===== src/rtl/noc_arb_pkg.sv =====
// Shared definitions for the local-port arbiter: FSM encoding, default widths
// and the saturating grant-counter increment.
package noc_arb_pkg;

  typedef enum logic [1:0] {
    IDLE    = 2'b00,
    FWD     = 2'b01,
    RELEASE = 2'b10
  } arb_state_e;

  localparam int DEF_DATA_W = 32;
  localparam int GNT_CNT_W  = 16;

  function automatic logic [GNT_CNT_W-1:0] sat_inc(input logic [GNT_CNT_W-1:0] v);
    return (v == '1) ? v : v + GNT_CNT_W'(1);
  endfunction

endpackage


===== src/rtl/local_port_arbiter_rr_pick.sv =====
// Combinational round-robin pick: the first requester strictly after ptr,
// scanning upward with wrap-around.
module rr_pick #(
  parameter int NREQ  = 4,
  parameter int OWN_W = $clog2(NREQ)
) (
  input  logic [NREQ-1:0]  req,
  input  logic [OWN_W-1:0] ptr,
  output logic [OWN_W-1:0] winner,
  output logic             valid
);

  logic [OWN_W-1:0] idx;

  // Scan from the farthest candidate down to ptr+1 so the nearest one wins.
  always_comb begin
    winner = '0;
    valid  = 1'b0;
    idx    = '0;
    for (int k = NREQ; k >= 1; k--) begin
      idx = OWN_W'((int'(ptr) + k) % NREQ);
      if (req[idx]) begin
        winner = idx;
        valid  = 1'b1;
      end
    end
  end

endmodule


===== src/rtl/local_port_arbiter.sv =====
// Arbitrates NREQ injectors onto one router local port, one packet at a time.
// Defining ARB_GRANT_CNT_EN adds per-injector saturating grant counters.
//
//   state   | meaning
//   IDLE    | no owner; arbitrate when any request is up and the router is not full
//   FWD     | packet held on req_dn/pkt_dn until the router grants
//   RELEASE | grant delivered; wait for the owner to drop its request
module local_port_arbiter
  import noc_arb_pkg::*;
#(
  parameter int NREQ   = 4,
  parameter int DATA_W = DEF_DATA_W,
  parameter int OWN_W  = $clog2(NREQ)
) (
  input  logic                   clk,
  input  logic                   reset,
  input  logic [NREQ-1:0]        req_in,
  input  logic [NREQ*DATA_W-1:0] pkt_in,
  output logic [NREQ-1:0]        gnt_out,
  output logic [NREQ-1:0]        full_out,
  output logic                   req_dn,
  output logic [DATA_W-1:0]      pkt_dn,
  input  logic                   gnt_dn,
  input  logic                   full_dn,
  output logic [OWN_W-1:0]       owner,
  output logic                   busy
`ifdef ARB_GRANT_CNT_EN
  ,
  output logic [NREQ*GNT_CNT_W-1:0] grant_cnt
`endif
);

  arb_state_e       state;
  logic [OWN_W-1:0] ptr;
  logic [OWN_W-1:0] winner;
  logic             win_valid;

  rr_pick #(
    .NREQ  (NREQ),
    .OWN_W (OWN_W)
  ) u_rr_pick (
    .req    (req_in),
    .ptr    (ptr),
    .winner (winner),
    .valid  (win_valid)
  );

  // ptr resets to the last index so injector 0 is scanned first.
  always_ff @(posedge clk or negedge reset) begin
    if (!reset) begin
      state   <= IDLE;
      req_dn  <= 1'b0;
      gnt_out <= '0;
      pkt_dn  <= '0;
      owner   <= '0;
      ptr     <= OWN_W'(NREQ - 1);
    end else begin
      gnt_out <= '0;
      case (state)
        IDLE: begin
          if (win_valid && !full_dn) begin
            owner  <= winner;
            pkt_dn <= pkt_in[int'(winner)*DATA_W +: DATA_W];
            req_dn <= 1'b1;
            state  <= FWD;
          end
        end
        FWD: begin
          if (gnt_dn) begin
            req_dn         <= 1'b0;
            gnt_out[owner] <= 1'b1;
            ptr            <= owner;
            state          <= RELEASE;
          end
        end
        RELEASE: begin
          if (!req_in[owner]) state <= IDLE;
        end
        default: begin
          req_dn <= 1'b0;
          state  <= IDLE;
        end
      endcase
    end
  end

  assign busy = (state == FWD) || (state == RELEASE);

  always_comb begin
    full_out = '0;
    for (int i = 0; i < NREQ; i++) begin
      full_out[i] = full_dn | (busy & (owner != OWN_W'(i)));
    end
  end

`ifdef ARB_GRANT_CNT_EN
  always_ff @(posedge clk or negedge reset) begin
    if (!reset) begin
      grant_cnt <= '0;
    end else begin
      for (int i = 0; i < NREQ; i++) begin
        if (gnt_out[i]) begin
          grant_cnt[i*GNT_CNT_W +: GNT_CNT_W] <= sat_inc(grant_cnt[i*GNT_CNT_W +: GNT_CNT_W]);
        end
      end
    end
  end
`endif

endmodule


===== config.mk =====
export PLATFORM = sky130hd
export DESIGN_NAME = local_port_arbiter
export DESIGN_NICKNAME = d
export VERILOG_FILES = /design/src/rtl/noc_arb_pkg.sv /design/src/rtl/local_port_arbiter_rr_pick.sv /design/src/rtl/local_port_arbiter.sv
export SDC_FILE = /design/constraint.sdc
export NUM_CORES = 1
export LEC_CHECK = 0
export ABC_CLOCK_PERIOD_IN_PS = 5400
export BUFFER_PORTS_ARGS = -buffer_cell sky130_fd_sc_hd__buf_2
export CAP_MARGIN = 0
export CORE_ASPECT_RATIO = 0.9
export CORE_MARGIN = 1.5
export CORE_UTILIZATION = 49
export CTS_BUF_LIST = sky130_fd_sc_hd__clkbuf_8
export CTS_CLUSTER_DIAMETER = 120
export DETAILED_ROUTE_END_ITERATION = 8
export PLACE_DENSITY = 0.88
export SYNTH_ARGS = -nofsm -noshare
export SYNTH_HDL_FRONTEND = slang
export SYNTH_SLANG_ARGS = --single-unit

===== constraint.sdc =====
create_clock -name clk -period 5.4 [get_ports clk]
set_clock_uncertainty 0.05 [all_clocks]
set_input_delay 0.81 -clock clk [delete_from_list [all_inputs] [get_ports clk]]
set_output_delay 0.81 -clock clk [all_outputs]
set_load 0.005 [all_outputs]

==> flow_summary.json, run 1 <==
{
  "worstHoldEndpoint": "ptr[0]$_DFFE_PN1P_",
  "dp_hpwl_microns": 6770,
  "setup-tns-final_ps": 0,
  "cp.required_ps": 5490,
  "start_kind": "input pin",
  "numCtsBuffers": 5,
  "hold_buffers": 0,
  "wl_per_cell_microns": 17.4,
  "leakage_nw": 1.98,
  "post_cts_resized": 0,
  "rr_worst_depth": 7,
  "vias_per_cell": 5.94,
  "ys_seq_elements": 43,
  "maxSlewViolCount": 0,
  "grt_antenna_before_repair": 0,
  "outcome": "finished with violations",
  "synth.avg_cell_area_sq_um": 9.57,
  "synth_cells": 315,
  "h-tree-depth": 2,
  "drc_errors": 13,
  "grt_overflow": 0,
  "period_needed_ps": 3080,
  "num_rows": 26,
  "hold_violations": 0,
  "drtIter0Drc": 186,
  "worst_slew_pin_slew_ps": 1040,
  "ios": 180,
  "dp_slack_ps": 2030,
  "reg2reg_to": "pkt_dn[13]$_DFFE_PN0P_",
  "ys.flop_type": "dfrtp_1",
  "min-delay-start": "ptr[0]$_DFFE_PN1P_",
  "grt-busiest-layer": "met2",
  "synthTopCellsByArea": "dfrtp_1 (34%), mux2i_1 (11%), a21bo_2 (7.3%)",
  "crit_type": "input pin to flop",
  "core_region_area_sq_um": 5790,
  "root_buffer": "clkbuf_8",
  "gp_congestion": 0.846,
  "die_x_microns": 85.7,
  "synth.distinct_cells": 36,
  "grt_max_degree": 44,
  "synthesis.area_sq_um": 3010,
  "start_util": 0.521,
  "die_h_microns": 77.4,
  "hold_slack_ps": 434,
  "cp.arrival_ps": 3170,
  "rr_startpoint": "ptr[0]$_DFFE_PN1P_",
  "hp-class": "flop to flop",
  "dr.pass1.iters": 6,
  "layout_common_cells": "buf_2 (179), dfrtp_1 (41), mux2i_1 (32)",
  "grt_pass1_vias": 3154,
  "power_mw": 1.78,
  "drive_gt1_frac": 0.484,
  "period_share": 0.571,
  "gr-usage-met1": 0.353,
  "synth_nets": 454,
  "clk_pin_slew_worst_paths_ps": 80,
  "num_vias": 3249,
  "cts_tree": "done",
  "synth_top_area_share": 0.340,
  "wl_microns": 9490,
  "powerDensity_nw_per_um2": 444,
  "grtUsageTotal": 0.278,
  "fin_ws_ps": 2320,
  "dieArea_sq_um": 6630,
  "async_flop_share": 1.00,
  "layout_commonest_cell": "buf_2",
  "final_antenna_net_count": 0,
  "clk_latency_ps": 280,
  "hold-path-cell-count": 2,
  "rsz0062_at_grt": "false",
  "setup_violations": 0,
  "cts_sinks": 43,
  "cts_buffer_depth": 2,
  "maxCapViolCount": 0,
  "num_antenna_cells": 0,
  "grt_pass1_wl_microns": 14900,
  "nets": 615,
  "synth_edf_count": 0,
  "irDropWorstVdd_uv": 351,
  "seq_area_frac_synth": 0.358,
  "cp-end-kind": "flop",
  "yosysWarningCount": 0,
  "port_buffers": 179,
  "use_met3": 0.0574,
  "rrSetupSlack_ps": 2520,
  "synth.largest_area_cell": "dfrtp_1",
  "violations": "design-rule violations",
  "path_max_fanout": 33,
  "grt.met2_usage": 0.480,
  "fmax_ghz": 0.324,
  "cts_setup_buffers": 0,
  "relSlewSlack": 0.309,
  "synthToLayoutAreaGrowth_pct": 33.2
}
-- flip-flops by register name, indices dropped and copies added, names as in the netlist --
name	flops
gnt_out	4
req_dn	1
state	2
pkt_dn	32
ptr	2
owner	2
-- synthesized netlist by cell type, types with 2 or more instances --
cell type	count
buf_6	4
nand4_1	22
o21a_1	2
inv_1	4
ha_1	3
a21o_1	4
a211oi_2	7
nand2_1	29
nor3_1	2
nand3_1	2
nor2b_1	4
dfstp_2	2
a21oi_1	2
a211oi_1	13
o211ai_1	22
mux2i_1	32
a21bo_2	22
o31a_1	10
o22a_1	2
nor2_1	17
o31ai_1	23
nand2b_1	6
clkbuf_1	24
o21ai_0	5
dfrtp_1	41
-- critical path, stage by stage --
cell      delay (ps)
buf_2            140
nor2b_1          170
o21a_1           180
buf_4            240
nor3_4           690
buf_4            540
mux2i_1          260
o211ai_1         100
-- layer usage --
| metal | wire (microns) | share of wire |
|---|---|---|
| met2 | 4560 | 0.48 |
| met4 | 149 | 0.016 |
| met1 | 4020 | 0.42 |
| met3 | 762 | 0.080 |
| met5 | 0 | 0 |
-- cell type report --
| class | instances | area [sq um] |
|---|---|---|
| flip-flops and latches | 43 | 1080 |
| clock buffers | 7 | 96.3 |
| fillers | 478 | 1780 |
| multi-input cells | 237 | 1790 |
| repair buffers | 185 | 941 |
| well taps | 70 | 87.6 |
| inverters | 4 | 15.0 |
| clock inverters | 1 | 3.75 |
-- how the worst max path moves through the flow --
stage	cells past startpoint	end	slack [ps]	from
6_report	8	pkt_dn[13]$_DFFE_PN0P_	2320	req_in[3]
2_1_floorplan	7	pkt_dn[1]$_DFFE_PN0P_	3120	req_in[3]
3_3_place_gp	8	pkt_dn[8]$_DFFE_PN0P_	2140	req_in[3]
5_1_grt	8	pkt_dn[20]$_DFFE_PN0P_	2180	req_in[3]
3_5_place_dp	8	pkt_dn[15]$_DFFE_PN0P_	2030	req_in[3]
4_1_cts	8	pkt_dn[15]$_DFFE_PN0P_	2330	req_in[3]
-- stage by stage --
step / instance area (sq um) / utilization / cells
finish: 4010 / 0.693 / 547
global route: 4010 / 0.693 / 547
CTS: 4010 / 0.693 / 547
detailed placement: 3910 / 0.676 / 539
global placement: 3910 / 0.676 / 539
floorplan: 3010 / - / 315
-- cell families (layout without fill, tap and decap cells) --
logic type                 after synthesis  in the layout  share of synthesized area
and+or+nand+nor                         86             86                      0.143
muxes                                   34             34                      0.117
AOI/OAI and AO/OA                      114            114                      0.314
buffers and inverters                   35            197                     0.0552
adders and majority gates                3              3                     0.0125
DFF                                     43             43                      0.358
-- power breakdown --
| group | switching, mW | internal [mW] |
|---|---|---|
| combinational | 0.537 | 0.452 |
| sequential | 0.0951 | 0.472 |
| clock | 0.110 | 0.115 |
No activity file was read; power rests on OpenSTA's default activity.
==> run 2, diff against run 1 <==
--- a/config.mk
+++ b/config.mk
@@ -5,16 +5,17 @@
 export SDC_FILE = /design/constraint.sdc
 export NUM_CORES = 1
 export LEC_CHECK = 0
-export ABC_CLOCK_PERIOD_IN_PS = 5400
+export ABC_AREA = 1
+export ABC_CLOCK_PERIOD_IN_PS = 3000
 export BUFFER_PORTS_ARGS = -buffer_cell sky130_fd_sc_hd__buf_2
 export CAP_MARGIN = 0
 export CORE_ASPECT_RATIO = 0.9
 export CORE_MARGIN = 1.5
-export CORE_UTILIZATION = 49
+export CORE_UTILIZATION = 47
 export CTS_BUF_LIST = sky130_fd_sc_hd__clkbuf_8
 export CTS_CLUSTER_DIAMETER = 120
 export DETAILED_ROUTE_END_ITERATION = 8
-export PLACE_DENSITY = 0.88
+export PLACE_DENSITY = 0.83
 export SYNTH_ARGS = -nofsm -noshare
 export SYNTH_HDL_FRONTEND = slang
 export SYNTH_SLANG_ARGS = --single-unit
==> constraint.sdc (replaced) <==
create_clock -name clk -period 3 [get_ports clk]
set_clock_uncertainty 0.05 [all_clocks]
set_input_delay 0.45 -clock clk [delete_from_list [all_inputs] [get_ports clk]]
set_output_delay 0.45 -clock clk [all_outputs]
set_load 0.005 [all_outputs]
==> flow_summary.json, run 2 <==
{
  "synthToLayoutAreaGrowth_pct": 31.3,
  "hold_buffers": 0,
  "cp_cell_sequence": "inv_4, nand2_1, nand2_1, and2_1, nor2_1, nand3_2, nand2_4, buf_4, nand2_1, nand3_1, nand2_1, nand2_1, nand2_1",
  "cp-end-kind": "flop",
  "clk_latency_ps": 290,
  "rrSetupSlack_ps": 550,
  "crit_type": "flop to flop",
  "crit_top_cell": "nand2_1",
  "rsz0062_at_grt": "false",
  "relSlewSlack": 0.345,
  "dieArea_sq_um": 7490,
  "layout_commonest_cell": "buf_2",
  "synthTopCellsByArea": "dfrtp_1 (31%), nand2_1 (19%), nand3_1 (14%)",
  "final_antenna_net_count": 0,
  "start_util": 0.493,
  "cp_top_family": "simple AND/OR/NAND/NOR gates",
  "gp_congestion": 0.884,
  "synth_top_area_share": 0.313,
  "grt_overflow": 0,
  "hp-class": "input pin to asynchronous set/reset pin",
  "grt_pass1_vias": 3450,
  "setup-tns-final_ps": 0,
  "synthesis.area_sq_um": 3280,
  "seq_area_frac_synth": 0.329,
  "dp_hpwl_microns": 7400,
  "cts_buffer_depth": 2,
  "cp_slowest_stage_delay_ps": 630,
  "layout_common_cells": "buf_2 (179), nand2_1 (170), inv_1 (101)",
  "crit_slowest_cell": "dfstp_2",
  "ys_seq_elements": 43,
  "maxCapViolCount": 0,
  "worst_slew_pin_slew_ps": 983,
  "vias_per_cell": 4.91,
  "numCtsBuffers": 5,
  "synth_nets": 649,
  "ios": 180,
  "die_h_microns": 82.3,
  "powerDensity_nw_per_um2": 1050,
  "fillers": 621,
  "cts_sinks": 43,
  "period_share": 0.818,
  "grt_pass1_wl_microns": 14800,
  "synth.distinct_cells": 31,
  "fin_util": 0.647,
  "synth_cells": 510,
  "worst-path-buf-inv": 2,
  "irDropWorstVdd_uv": 600,
  "start_kind": "flop",
  "drc_errors": 0,
  "h-tree-depth": 2,
  "cp.arrival_ps": 2580,
  "fmax_ghz": 0.408,
  "largest_registers": "pkt_dn x32, gnt_out x4",
  "cts_tree": "done",
  "ys.flop_type": "dfrtp_1",
  "grt_antenna_before_repair": 0,
  "leakage_nw": 2.67,
  "core_region_area_sq_um": 6660,
  "top_register": "pkt_dn",
  "hold_violations": 0,
  "yosysMostFrequentCell": "nand2_1",
  "largest_reg_flops": 32,
  "outcome": "finished, final reports clean",
  "die_x_microns": 91.1,
  "nets": 815,
  "grt_max_degree": 47,
  "num_rows": 28,
  "grtUsageTotal": 0.241,
  "clk_pin_slew_worst_paths_ps": 80,
  "setup_violations": 0,
  "num_vias": 3765,
  "root_buffer": "clkbuf_8",
  "cp.required_ps": 3130,
  "async_flop_share": 1.00,
  "synthTopCellsByCount": "nand2_1 (170), inv_1 (101), nand3_1 (90)",
  "period_needed_ps": 2450,
  "synth.avg_cell_area_sq_um": 6.44,
  "post_cts_resized": 0,
  "drtIter0Drc": 132,
  "dr.pass1.iters": 5,
  "seq_area_sq_um": 1080,
  "maxSlewViolCount": 0,
  "synth.largest_area_cell": "dfrtp_1",
  "yosysWarningCount": 0,
  "cts_setup_buffers": 0,
  "wl_per_cell_microns": 12.2,
  "num_antenna_cells": 0,
  "multi_input_area_sq_um": 1640,
  "synth_edf_count": 0,
  "drive_gt1_frac": 0.318,
  "port_buffers": 179,
  "wl_microns": 9380,
  "path_max_fanout": 46
}
-- run 2: worst paths after layout --
check,end,from,depth (start not counted)
max,pkt_dn[9]$_DFFE_PN0P_,ptr[0]$_DFFE_PN1P_,13
min,pkt_dn[30]$_DFFE_PN0P_,reset,1
max reg2reg,pkt_dn[9]$_DFFE_PN0P_,ptr[0]$_DFFE_PN1P_,13
min reg2reg,pkt_dn[5]$_DFFE_PN0P_,pkt_dn[5]$_DFFE_PN0P_,2
max in group asynchronous,pkt_dn[0]$_DFFE_PN0P_,reset,1
min in group clk,pkt_dn[12]$_DFFE_PN0P_,pkt_in[76],3
-- run 2: area by class of cell --
cell class,instances,share of cell area
clock buffer,6,0.0192
clock inverter,2,0.00813
inverter,103,0.0903
multi-input combinational,336,0.381
sequential,43,0.250
tap,90,0.0261
timing repair buffer,187,0.225
-- run 2: stage by stage --
step	area [sq um]	power, mW	std cells	hold WS, ps	worst slack [ps]
2_1_floorplan	3280	3.41	510	104	1130
3_3_place_gp	4190	3.96	759	411	684
3_5_place_dp	4190	4.08	759	412	563
4_1_cts	4310	4.56	767	300	551
5_1_grt	4310	5.02	767	344	323
6_report	4310	4.54	767	257	547
-- run 2: cell families (layout without fill, tap and decap cells) --
kind of cell	count (synthesis)	after routing	synth area share
buffers and inverters	131	298	0.171
adders and majority gates	3	3	0.0114
and+or+nand+nor	296	296	0.400
AOI/OAI and AO/OA	37	37	0.0888
DFF	43	43	0.329
-- run 2: worst reg2reg max path, cell delays in order, from the launching register on --
cell and delay (ps):
dfstp_2 630, inv_4 80, nand2_1 100, nand2_1 70
and2_1 150, nor2_1 140, nand3_2 120, nand2_4 340
buf_4 320, nand2_1 110, nand3_1 80, nand2_1 60
nand2_1 60, nand2_1 50
-- run 2: routing by layer --
metal,track usage,part of all wire,vias to the layer above
met5,0,0,-
met4,0.0984,0.019,0
met3,0.0549,0.065,20
met2,0.438,0.52,131
met1,0.279,0.40,1719
li1,-,-,1895
-- run 2: where the power goes --
part | switching [mW] | internal, mW | leakage, nW
logic | 1.88 | 1.13 | 2.08
registers | 0.185 | 0.866 | 0.531
clock network | 0.202 | 0.270 | 0.0612
total | 2.27 | 2.27 | 2.67
==> run 3, diff against run 2 <==
--- a/config.mk
+++ b/config.mk
@@ -6,16 +6,16 @@
 export NUM_CORES = 1
 export LEC_CHECK = 0
 export ABC_AREA = 1
-export ABC_CLOCK_PERIOD_IN_PS = 3000
+export ABC_CLOCK_PERIOD_IN_PS = 2000
 export BUFFER_PORTS_ARGS = -buffer_cell sky130_fd_sc_hd__buf_2
 export CAP_MARGIN = 0
 export CORE_ASPECT_RATIO = 0.9
 export CORE_MARGIN = 1.5
-export CORE_UTILIZATION = 47
+export CORE_UTILIZATION = 42
 export CTS_BUF_LIST = sky130_fd_sc_hd__clkbuf_8
 export CTS_CLUSTER_DIAMETER = 120
 export DETAILED_ROUTE_END_ITERATION = 8
-export PLACE_DENSITY = 0.83
+export PLACE_DENSITY = 0.78
 export SYNTH_ARGS = -nofsm -noshare
 export SYNTH_HDL_FRONTEND = slang
 export SYNTH_SLANG_ARGS = --single-unit
==> constraint.sdc (replaced) <==
create_clock -name clk -period 2 [get_ports clk]
set_clock_uncertainty 0.05 [all_clocks]
set_input_delay 0.3 -clock clk [delete_from_list [all_inputs] [get_ports clk]]
set_output_delay 0.3 -clock clk [all_outputs]
set_load 0.005 [all_outputs]
==> flow_summary.json, run 3 (synthesized netlist as in run 2, its figures left out) <==
{
  "h-tree-depth": 2,
  "irDropWorstVdd_uv": 1010,
  "dieArea_sq_um": 8350,
  "rr_worst_depth": 13,
  "wl_per_cell_microns": 15.2,
  "port_buffers": 179,
  "start_util": 0.435,
  "grt_pass1_vias": 3476,
  "cp-end-kind": "flop",
  "num_vias": 4136,
  "start_kind": "flop",
  "grt_max_degree": 43,
  "num_antenna_cells": 0,
  "relSlewSlack": 0.597,
  "synthToLayoutAreaGrowth_pct": 56.2,
  "seq_area_sq_um": 1080,
  "fillers": 623,
  "grt_antenna_before_repair": 0,
  "ios": 180,
  "rsz0062_at_grt": "true",
  "clk_latency_ps": 300,
  "rrSetupSlack_ps": -250,
  "dp_hpwl_microns": 7740,
  "vias_per_cell": 5.15,
  "crit_end": "pkt_dn[22]$_DFFE_PN0P_",
  "reg2reg_to": "pkt_dn[22]$_DFFE_PN0P_",
  "layout_commonest_cell": "buf_2",
  "multi_input_area_sq_um": 2000,
  "setup_violations": 33,
  "cp-startpoint": "ptr[1]$_DFFE_PN1P_",
  "largest_reg_flops": 32,
  "drtIter0Drc": 216,
  "setup-tns-final_ps": -6030,
  "cts_tree": "done",
  "fin_ws_ps": -249,
  "dr.pass1.iters": 6,
  "numCtsBuffers": 5,
  "gp_congestion": 0.865,
  "core_region_area_sq_um": 7540,
  "powerDensity_nw_per_um2": 1950,
  "outcome": "finished with violations",
  "grt_pass1_wl_microns": 15700,
  "layout_common_cells": "buf_2 (179), nand2_1 (133), inv_1 (103)",
  "cts_sinks": 43,
  "fmax_ghz": 0.445,
  "nets": 845,
  "period_needed_ps": 2250,
  "root_buffer": "clkbuf_8",
  "cp.arrival_ps": 2380,
  "violations": "negative setup slack",
  "clk_pin_slew_worst_paths_ps": 90,
  "grt_overflow": 0,
  "die_x_microns": 96.2,
  "leakage_nw": 3.04,
  "die_h_microns": 86.9,
  "crit_type": "flop to flop",
  "maxCapViolCount": 0,
  "worst_slew_pin_slew_ps": 605,
  "num_rows": 30,
  "top_register": "pkt_dn",
  "largest_registers": "pkt_dn x32, gnt_out x4",
  "grtUsageTotal": 0.240,
  "hp-class": "input pin to flop",
  "final_antenna_net_count": 0,
  "rr_startpoint": "ptr[1]$_DFFE_PN1P_",
  "cp.required_ps": 2130,
  "path_max_fanout": 7,
  "maxSlewViolCount": 0,
  "cts_buffer_depth": 2,
  "hold_violations": 0,
  "fin_util": 0.679,
  "drive_gt1_frac": 0.429,
  "drc_errors": 0,
  "period_share": 1.12,
  "wl_microns": 12200
}
==> run 3: changes by cell type in the layout (fill, tap and decap cells not counted), moves of 7 or more <==
cell and change:
nand3_1 -21, buf_4 +7, nand2_2 +21, nand2_1 -37, nand2_4 +14, nand3_2 +19
==> run 3: worst max-delay path, stage by stage, from the launching register on <==
cell and delay [ps]:
dfstp_2 590, inv_1 120, nand2_1 120, nand2_2 80, nand2_2 90, nand2_1 70
inv_2 110, nand2_4 90, nand2_8 130, nand2_8 90, buf_8 140, or2_1 210
nand3_1 120, nand3_1 90
==> run 3: report_power, final <==
part	leakage [nW]	internal, mW	switching (mW)
sequential	0.531	1.30	0.290
combinational	2.45	3.51	4.21
clock	0.0607	0.364	0.304
==> run 3: metal layers <==
metal / wire length [microns] / share of wire / GRT usage
met5: 0 / 0 / 0
met3: 771 / 0.063 / 0.0393
met1: 4890 / 0.40 / 0.309
met2: 6180 / 0.51 / 0.419
met4: 329 / 0.027 / 0.0508
==> run 3: final cells by class <==
cell class | count | area share
inverter | 103 | 0.0764
clock inverter | 3 | 0.00732
sequential | 43 | 0.210
tap | 96 | 0.0234
timing repair buffer | 216 | 0.279
clock buffer | 5 | 0.0134
multi-input combinational | 337 | 0.390
==> run 3: stage by stage <==
stage | setup slack (ps) | std cells | power (mW) | area, sq um | hold WS [ps]
global placement | 16.1 | 772 | 6.29 | 4300 | 284
floorplan | 125 | 510 | 5.11 | 3280 | -45.6
detailed placement | -110 | 772 | 6.47 | 4300 | 285
global route | -334 | 803 | 10.7 | 5120 | 203
finish | -249 | 803 | 9.98 | 5120 | 207
CTS | -80.2 | 787 | 7.50 | 4520 | 206
==> run 3: timing repair <==
action / in CTS / in global routing
hold buffers: 1 / 0
resized for setup: 12 / 85
buffers inserted: 5 / 6
endpoints found under the hold margin: 23 / 0
setup endpoints to repair: 32 / 34
pin swaps: 0 / 18
gates cloned: 1 / 11
==> run 3: how the worst min path moves through the flow <==
| stage | start | to | slack [ps] | cells after the start |
|---|---|---|---|---|
| after floorplan | reset | gnt_out[0]$_DFF_PN0_ | -50 | 0 |
| after global placement | reset | pkt_dn[26]$_DFFE_PN0P_ | 280 | 1 |
| after detailed placement | reset | pkt_dn[30]$_DFFE_PN0P_ | 280 | 1 |
| after CTS | pkt_in[89] | pkt_dn[25]$_DFFE_PN0P_ | 210 | 3 |
| after global routing | pkt_in[89] | pkt_dn[25]$_DFFE_PN0P_ | 200 | 3 |
| final | pkt_in[89] | pkt_dn[25]$_DFFE_PN0P_ | 210 | 3 |
